<file path="config.mk">
export PLATFORM = sky130hd
export DESIGN_NAME = expr_sequencer
export DESIGN_NICKNAME = d
export VERILOG_FILES = /design/src/rtl/expr_pkg.sv /design/src/rtl/expr_tok_fifo.sv /design/src/rtl/expr_sequencer.sv
export SDC_FILE = /design/constraint.sdc
export NUM_CORES = 1
export LEC_CHECK = 0
export BUFFER_PORTS_ARGS = -buffer_cell sky130_fd_sc_hd__buf_4
export CAP_MARGIN = 0
export CORE_ASPECT_RATIO = 0.9
export CORE_MARGIN = 4
export CORE_UTILIZATION = 56
export DETAILED_ROUTE_END_ITERATION = 6
export PLACE_DENSITY = 0.79
export SLEW_MARGIN = 20
export SYNTH_ARGS = -nofsm -noshare
export SYNTH_HDL_FRONTEND = slang
export SYNTH_SLANG_ARGS = --single-unit
</file>
<file path="constraint.sdc">
create_clock -name clk -period 3.4 [get_ports clk]
set_input_delay 0.34 -clock clk [delete_from_list [all_inputs] [get_ports clk]]
set_output_delay 0.34 -clock clk [all_outputs]
set_load 0.02 [all_outputs]
</file>
<file path="src/rtl/expr_pkg.sv">
// Shared types and constants for the expression sequencer: token kinds,
// controller states and the ASCII operator characters conv understands.
package expr_pkg;

  typedef enum logic [1:0] {
    TK_NUM  = 2'd0,
    TK_SIGN = 2'd1,
    TK_END  = 2'd2,
    TK_RSVD = 2'd3
  } tok_kind_t;

  typedef enum logic [2:0] {
    ST_IDLE,
    ST_ISSUE,
    ST_ACK,
    ST_DRAIN,
    ST_FLUSH,
    ST_SETTLE,
    ST_DONE,
    ST_ERR
  } state_t;

  localparam logic [7:0] CH_ADD = 8'h2B;
  localparam logic [7:0] CH_SUB = 8'h2D;
  localparam logic [7:0] CH_MUL = 8'h2A;
  localparam logic [7:0] CH_DIV = 8'h2F;

  function automatic logic is_op(input logic [7:0] ch);
    return ch inside {CH_ADD, CH_SUB, CH_MUL, CH_DIV};
  endfunction

endpackage

</file>
<file path="src/rtl/expr_tok_fifo.sv">
// Small synchronous token FIFO holding {kind, data}; refuses pushes while full
// even if a pop happens in the same cycle, and empties on a synchronous clear.
module expr_tok_fifo #(
  parameter int DEPTH = 8,
  parameter int WIDTH = 10
) (
  input  logic             clk,
  input  logic             rst_n,
  input  logic             clr,
  input  logic             push,
  input  logic             pop,
  input  logic [WIDTH-1:0] din,
  output logic [WIDTH-1:0] dout,
  output logic             full,
  output logic             empty
);

  localparam int AW = $clog2(DEPTH);

  logic [WIDTH-1:0] mem [DEPTH];
  logic [AW:0]      wr_ptr;
  logic [AW:0]      rd_ptr;
  logic             do_push;
  logic             do_pop;

  // Extra pointer bit distinguishes full from empty when the indices match.
  assign full    = (wr_ptr[AW] != rd_ptr[AW]) && (wr_ptr[AW-1:0] == rd_ptr[AW-1:0]);
  assign empty   = (wr_ptr == rd_ptr);
  assign do_push = push && !full && !clr;
  assign do_pop  = pop && !empty && !clr;
  assign dout    = mem[rd_ptr[AW-1:0]];

  always_ff @(posedge clk or negedge rst_n) begin
    if (!rst_n) begin
      wr_ptr <= '0;
      rd_ptr <= '0;
    end else if (clr) begin
      wr_ptr <= '0;
      rd_ptr <= '0;
    end else begin
      if (do_push) wr_ptr <= wr_ptr + 1'b1;
      if (do_pop)  rd_ptr <= rd_ptr + 1'b1;
    end
  end

  always_ff @(posedge clk) begin
    if (do_push) mem[wr_ptr[AW-1:0]] <= din;
  end

endmodule

</file>
<file path="src/rtl/expr_sequencer.sv">
// Token-level controller in front of the conv/man pair: buffers tokens, issues
// one strobe at a time under BUSY backpressure, flushes and captures the result.
module expr_sequencer
  import expr_pkg::*;
#(
  parameter int DEPTH   = 8,
  parameter int TIMEOUT = 255,
  parameter int SETTLE  = 2
) (
  input  logic        clk,
  input  logic        rst_n,
  input  logic        clr,
  input  logic        tok_valid,
  output logic        tok_ready,
  input  logic [1:0]  tok_kind,
  input  logic [7:0]  tok_data,
  output logic [7:0]  conv_sign,
  output logic        conv_sign_stb,
  output logic [7:0]  conv_number,
  output logic        conv_number_stb,
  input  logic        conv_busy,
  input  logic        eval_busy,
  input  logic [31:0] eval_result,
  output logic [31:0] result,
  output logic        result_valid,
  output logic        error,
  output logic        busy
);

  localparam int TW = $clog2(TIMEOUT + 1);
  localparam int SW = $clog2(SETTLE + 1);
  localparam logic [TW-1:0] TIMER_LAST  = TW'(TIMEOUT - 1);
  localparam logic [SW-1:0] SETTLE_LAST = SW'(SETTLE - 1);

  state_t      state;
  logic [TW-1:0] timer;
  logic [SW-1:0] settle_cnt;
  logic [9:0]  head;
  tok_kind_t   head_kind;
  logic [7:0]  head_data;
  logic        fifo_full;
  logic        fifo_empty;
  logic        pipe_idle;
  logic        issue_ok;
  logic        pop;

  expr_tok_fifo #(
    .DEPTH (DEPTH),
    .WIDTH (10)
  ) u_fifo (
    .clk   (clk),
    .rst_n (rst_n),
    .clr   (clr),
    .push  (tok_valid),
    .pop   (pop),
    .din   ({tok_kind, tok_data}),
    .dout  (head),
    .full  (fifo_full),
    .empty (fifo_empty)
  );

  assign tok_ready = !fifo_full;
  assign head_kind = tok_kind_t'(head[9:8]);
  assign head_data = head[7:0];
  assign pipe_idle = !conv_busy && !eval_busy;
  assign issue_ok  = (state == ST_ISSUE) && pipe_idle && !fifo_empty;
  assign pop       = issue_ok && !clr;
  assign busy      = !(state inside {ST_IDLE, ST_DONE, ST_ERR});

  always_ff @(posedge clk or negedge rst_n) begin
    if (!rst_n) begin
      state           <= ST_IDLE;
      timer           <= '0;
      settle_cnt      <= '0;
      conv_sign       <= '0;
      conv_sign_stb   <= 1'b0;
      conv_number     <= '0;
      conv_number_stb <= 1'b0;
      result          <= '0;
      result_valid    <= 1'b0;
      error           <= 1'b0;
    end else begin
      result_valid <= 1'b0;
      if (clr) begin
        state           <= ST_IDLE;
        timer           <= '0;
        settle_cnt      <= '0;
        conv_sign_stb   <= 1'b0;
        conv_number_stb <= 1'b0;
        error           <= 1'b0;
      end else begin
        unique case (state)
          ST_IDLE: if (!fifo_empty) state <= ST_ISSUE;
          ST_ISSUE: begin
            if (issue_ok) begin
              timer <= '0;
              unique case (head_kind)
                TK_NUM: begin
                  conv_number     <= head_data;
                  conv_number_stb <= 1'b1;
                  state           <= ST_ACK;
                end
                TK_SIGN: begin
                  if (is_op(head_data)) begin
                    conv_sign     <= head_data;
                    conv_sign_stb <= 1'b1;
                    state         <= ST_ACK;
                  end else begin
                    error <= 1'b1;
                    state <= ST_ERR;
                  end
                end
                // Both strobes together is conv's flush request.
                TK_END: begin
                  conv_sign_stb   <= 1'b1;
                  conv_number_stb <= 1'b1;
                  state           <= ST_FLUSH;
                end
                default: begin
                  error <= 1'b1;
                  state <= ST_ERR;
                end
              endcase
            end
          end
          ST_ACK, ST_FLUSH: begin
            if (conv_busy) begin
              conv_sign_stb   <= 1'b0;
              conv_number_stb <= 1'b0;
              settle_cnt      <= '0;
              state           <= (state == ST_ACK) ? ST_DRAIN : ST_SETTLE;
            end else if (timer == TIMER_LAST) begin
              conv_sign_stb   <= 1'b0;
              conv_number_stb <= 1'b0;
              error           <= 1'b1;
              state           <= ST_ERR;
            end else begin
              timer <= timer + 1'b1;
            end
          end
          ST_DRAIN: if (pipe_idle) state <= fifo_empty ? ST_IDLE : ST_ISSUE;
          // The evaluator output is only trusted after SETTLE quiet cycles in a row.
          ST_SETTLE: begin
            if (!pipe_idle) begin
              settle_cnt <= '0;
            end else if (settle_cnt == SETTLE_LAST) begin
              result       <= eval_result;
              result_valid <= 1'b1;
              state        <= ST_DONE;
            end else begin
              settle_cnt <= settle_cnt + 1'b1;
            end
          end
          ST_DONE: if (!fifo_empty) state <= ST_ISSUE;
          ST_ERR: state <= ST_ERR;
          default: state <= ST_IDLE;
        endcase
      end
    end
  end

endmodule

</file>
==> key figures <==
Placed design
  • RD Place Congestion: 0.9023
  • Hpwl dp: 9.684 mm
  • PortBufs: 101
  • Inst Count DP: 736

Synthesis
  • Synth top cells by count: nand2_1, edfxtp_1, dfrtp_1
  • Ys flop type: edfxtp_1
  • Post-synthesis sequential area ratio: 0.6515
  • Post-synthesis cell type count: 51
  • Post-synth top area cell: edfxtp_1
  • Synth top area cells: edfxtp_1, dfrtp_1, nand2_1, mux4_2, mux2_2
  • Ys async rst share: 0.4771
  • Yosys warning count: 0
  • Syn_nets: 547
  • Area share of the largest cell type after synthesis: 0.3701
  • Syn Std Cell Area: 0.006491 mm2
  • Syn Inst Count: 490
  • Number of flops mapped to enable cells by yosys: 80
  • Most common cell in the netlist: nand2_1
  • Syn avg cell area: 13.25 um2
  • Number of register bits inferred by synthesis: 153

Setup path
  • Crit path kind: flop to flop
  • Worst-path maximum fanout: 9
  • CP arrival: 3.22 ns
  • CP Launch Type: flop
  • Critical Path End Type: flop
  • Cell Chain, Critical Path: mux4_1, mux2_2, nand4bb_1, nor3_2, and3_1, mux2_4
  • Critical path's top delay family: multiplexers
  • Buf/Inv on CP: 0
  • CP max stage cell: dfrtp_1
  • CP max stage delay: 0.63 ns
  • Worst EP required: 3.70 ns

Finish
  • Finished Layout Cells: 768
  • Layout cells sized above 1: 0.3023
  • # diodes: 0
  • Utilization after layout: 0.7054
  • Nets: 656
  • Layout fillers: 762
  • Syn-to-layout area delta: 23.77%

Clocking
  • CTS Hold Bufs: 0
  • Clock Latency Late Sink: 0.41 ns
  • TritonCTS buffer count: 17
  • Setup bufs post-CTS: 0
  • Clock root cell: clkbuf_16
  • H-tree depth: 4
  • CTS-repair resized insts: 0
  • CTS tree: built
  • Worst-case clock buffer depth: 2
  • Clock transition at the registers of the reported paths: 0.06 ns
  • Clk sinks: 153

Drt
  • Vias: 4191
  • Antenna violation net count after detailed routing: 0
  • DRT Wirelength: 14.19 mm
  • DR WL/cell: 18.48 um
  • Vias per cell: 5.457
  • Iter 0 DRT Violations: 375
  • Remaining routing DRC violations: 0
  • First drt pass iteration count: 4

Die
  • Placement Rows: 37
  • Die height: 110.1 um
  • Die W: 121.5 um
  • Core Box Area: 0.01139 mm2
  • Top Ports: 102
  • Initial core utilization: 0.5700
  • Die ar.: 0.01338 mm2

GRT
  • Total grt overflow: 0
  • First-pass GRT wire length: 22.15 mm
  • Initial antenna violation count: 0
  • Vias in the first global route: 4160
  • Largest net degree at the start of global routing: 74
  • Tot GR Track Use: 0.2214

Power and ir drop
  • Pwr/cell area: 564.4 mW/mm2
  • Max IR drop VDD: 537.2 uV
  • Leakage: 3.521 nW

STA
  • Fin. Hold Viols: 0
  • Setup TNS: 0 ns
  • Slew Limit Fails: 0
  • RSZ-0062 raised after global routing: false
  • Final period util: 0.8582
  • Worst hold slack: 0.04596 ns
  • Fmax: 0.3427 GHz
  • Fin crit period: 2.918 ns
  • Final setup violation count: 0
  • Slew @ Worst Pin: 0.9676 ns
  • Clk_skew: 0.008636 ns
  • Max_slew headroom: 0.3525

Job
  • Max-Cap Viols: 0

Outcome
  • Status: finished clean

Worst hold path
  • HP Class: input pin to asynchronous set/reset pin
[cell families (layout without fill, tap and decap cells)]
family	after synthesis	count (layout)	share of synthesized area
DFF	153	153	0.6515
muxes	42	42	0.1110
AOI/OAI and AO/OA	48	48	0.04858
and+or+nand+nor	191	191	0.1309
adders and majority gates	9	9	0.01735
buffers and inverters	37	159	0.02718
xor gates and xnor gates	10	10	0.01349
[state kept, by name, indices dropped and copies added, names as in the netlist]
| name | flops |
|---|---|
| timer | 8 |
| conv_number_stb | 1 |
| result_valid | 1 |
| conv_number | 8 |
| result | 32 |
| error | 1 |
| u_fifo.rd_ptr | 4 |
| u_fifo.wr_ptr | 4 |
| conv_sign | 8 |
| u_fifo.mem | 80 |
| state | 3 |
| settle_cnt | 2 |
| conv_sign_stb | 1 |
[layer usage]
layer / part of all wire / track usage / vias up
met1: 0.41 / 0.2816 / 2041
met4: 0.0078 / 0.05920 / 0
met5: 0 / 0 / -
li1: - / - / 1988
met2: 0.51 / 0.3771 / 153
met3: 0.077 / 0.06480 / 9
[per-stage QoR]
step / area, um2 / total power, mW / setup slack [ns]
after floorplan: 6491 / 2.451 / 0.3878
after global placement: 7433 / 2.648 / 0.5487
after detailed placement: 7433 / 2.665 / 0.4738
after CTS: 8034 / 4.553 / 0.4563
after global routing: 8034 / 4.720 / 0.2095
final: 8034 / 4.535 / 0.4822
[worst register-to-register path: cells and delay by family (launching register included)]
family / cells / cell delay (ns)
muxes: 3 / 1.24
and+or+nand+nor: 3 / 0.94
DFF: 1 / 0.63
[cells in the final DEF, fill, tap and decap left out, drive strengths merged, types with 2 or more instances in the layout]
cell type / n
a21boi: 4
a21oi: 10
a22o: 2
and3: 2
and3b: 2
buf: 114
bufinv: 3
clkbuf: 17
clkinv: 7
clkinvlp: 3
dfrtp: 73
edfxtp: 80
ha: 9
inv: 15
mux2: 19
mux2i: 3
mux4: 20
nand2: 120
nand2b: 2
nand3: 12
nand4: 3
nor2: 17
nor2b: 3
nor3: 11
nor3b: 4
nor4: 3
o211ai: 2
o21ai: 14
o22ai: 2
o31ai: 5
or2: 2
or3: 5
or4: 2
xor2: 9
[path summary, 6_finish.rpt]
kind | to | cells after the start | start | slack, ns
worst min-delay path | result[26]$_DFFE_PN0P_ | 1 | rst_n | 0.05
worst max-delay path | conv_sign[2]$_DFFE_PN0P_ | 6 | u_fifo.rd_ptr[0]$_DFFE_PN0P_ | 0.48
min in group clk | result[4]$_DFFE_PN0P_ | 3 | eval_result[4] | 0.11
max in group asynchronous | result[22]$_DFFE_PN0P_ | 1 | rst_n | 2.75
worst min register to register | result[16]$_DFFE_PN0P_ | 2 | result[16]$_DFFE_PN0P_ | 0.48
worst max register to register | conv_sign[2]$_DFFE_PN0P_ | 6 | u_fifo.rd_ptr[0]$_DFFE_PN0P_ | 0.48
[final cells by class]
cell class	count	area, um2	area share
Sequential cell	153	4229	0.5264
Multi-Input combinational cell	300	2092	0.2604
Timing Repair Buffer	114	868.3	0.1081
Clock inverter	15	175.2	0.02180
Tap cell	156	195.2	0.02430
Inverter	13	48.80	0.006074
Clock buffer	17	425.4	0.05295
[power by group]
part | total (mW) | internal, mW | switching [mW] | leakage, nW
Clock | 1.90 | 1.16 | 0.744 | 0.284
Combinational | 0.532 | 0.229 | 0.303 | 1.50
Sequential | 2.10 | 2.02 | 0.0824 | 1.74
Total | 4.53 | 3.41 | 1.13 | 3.52
Note: power is estimated with default switching activity, not from simulation.
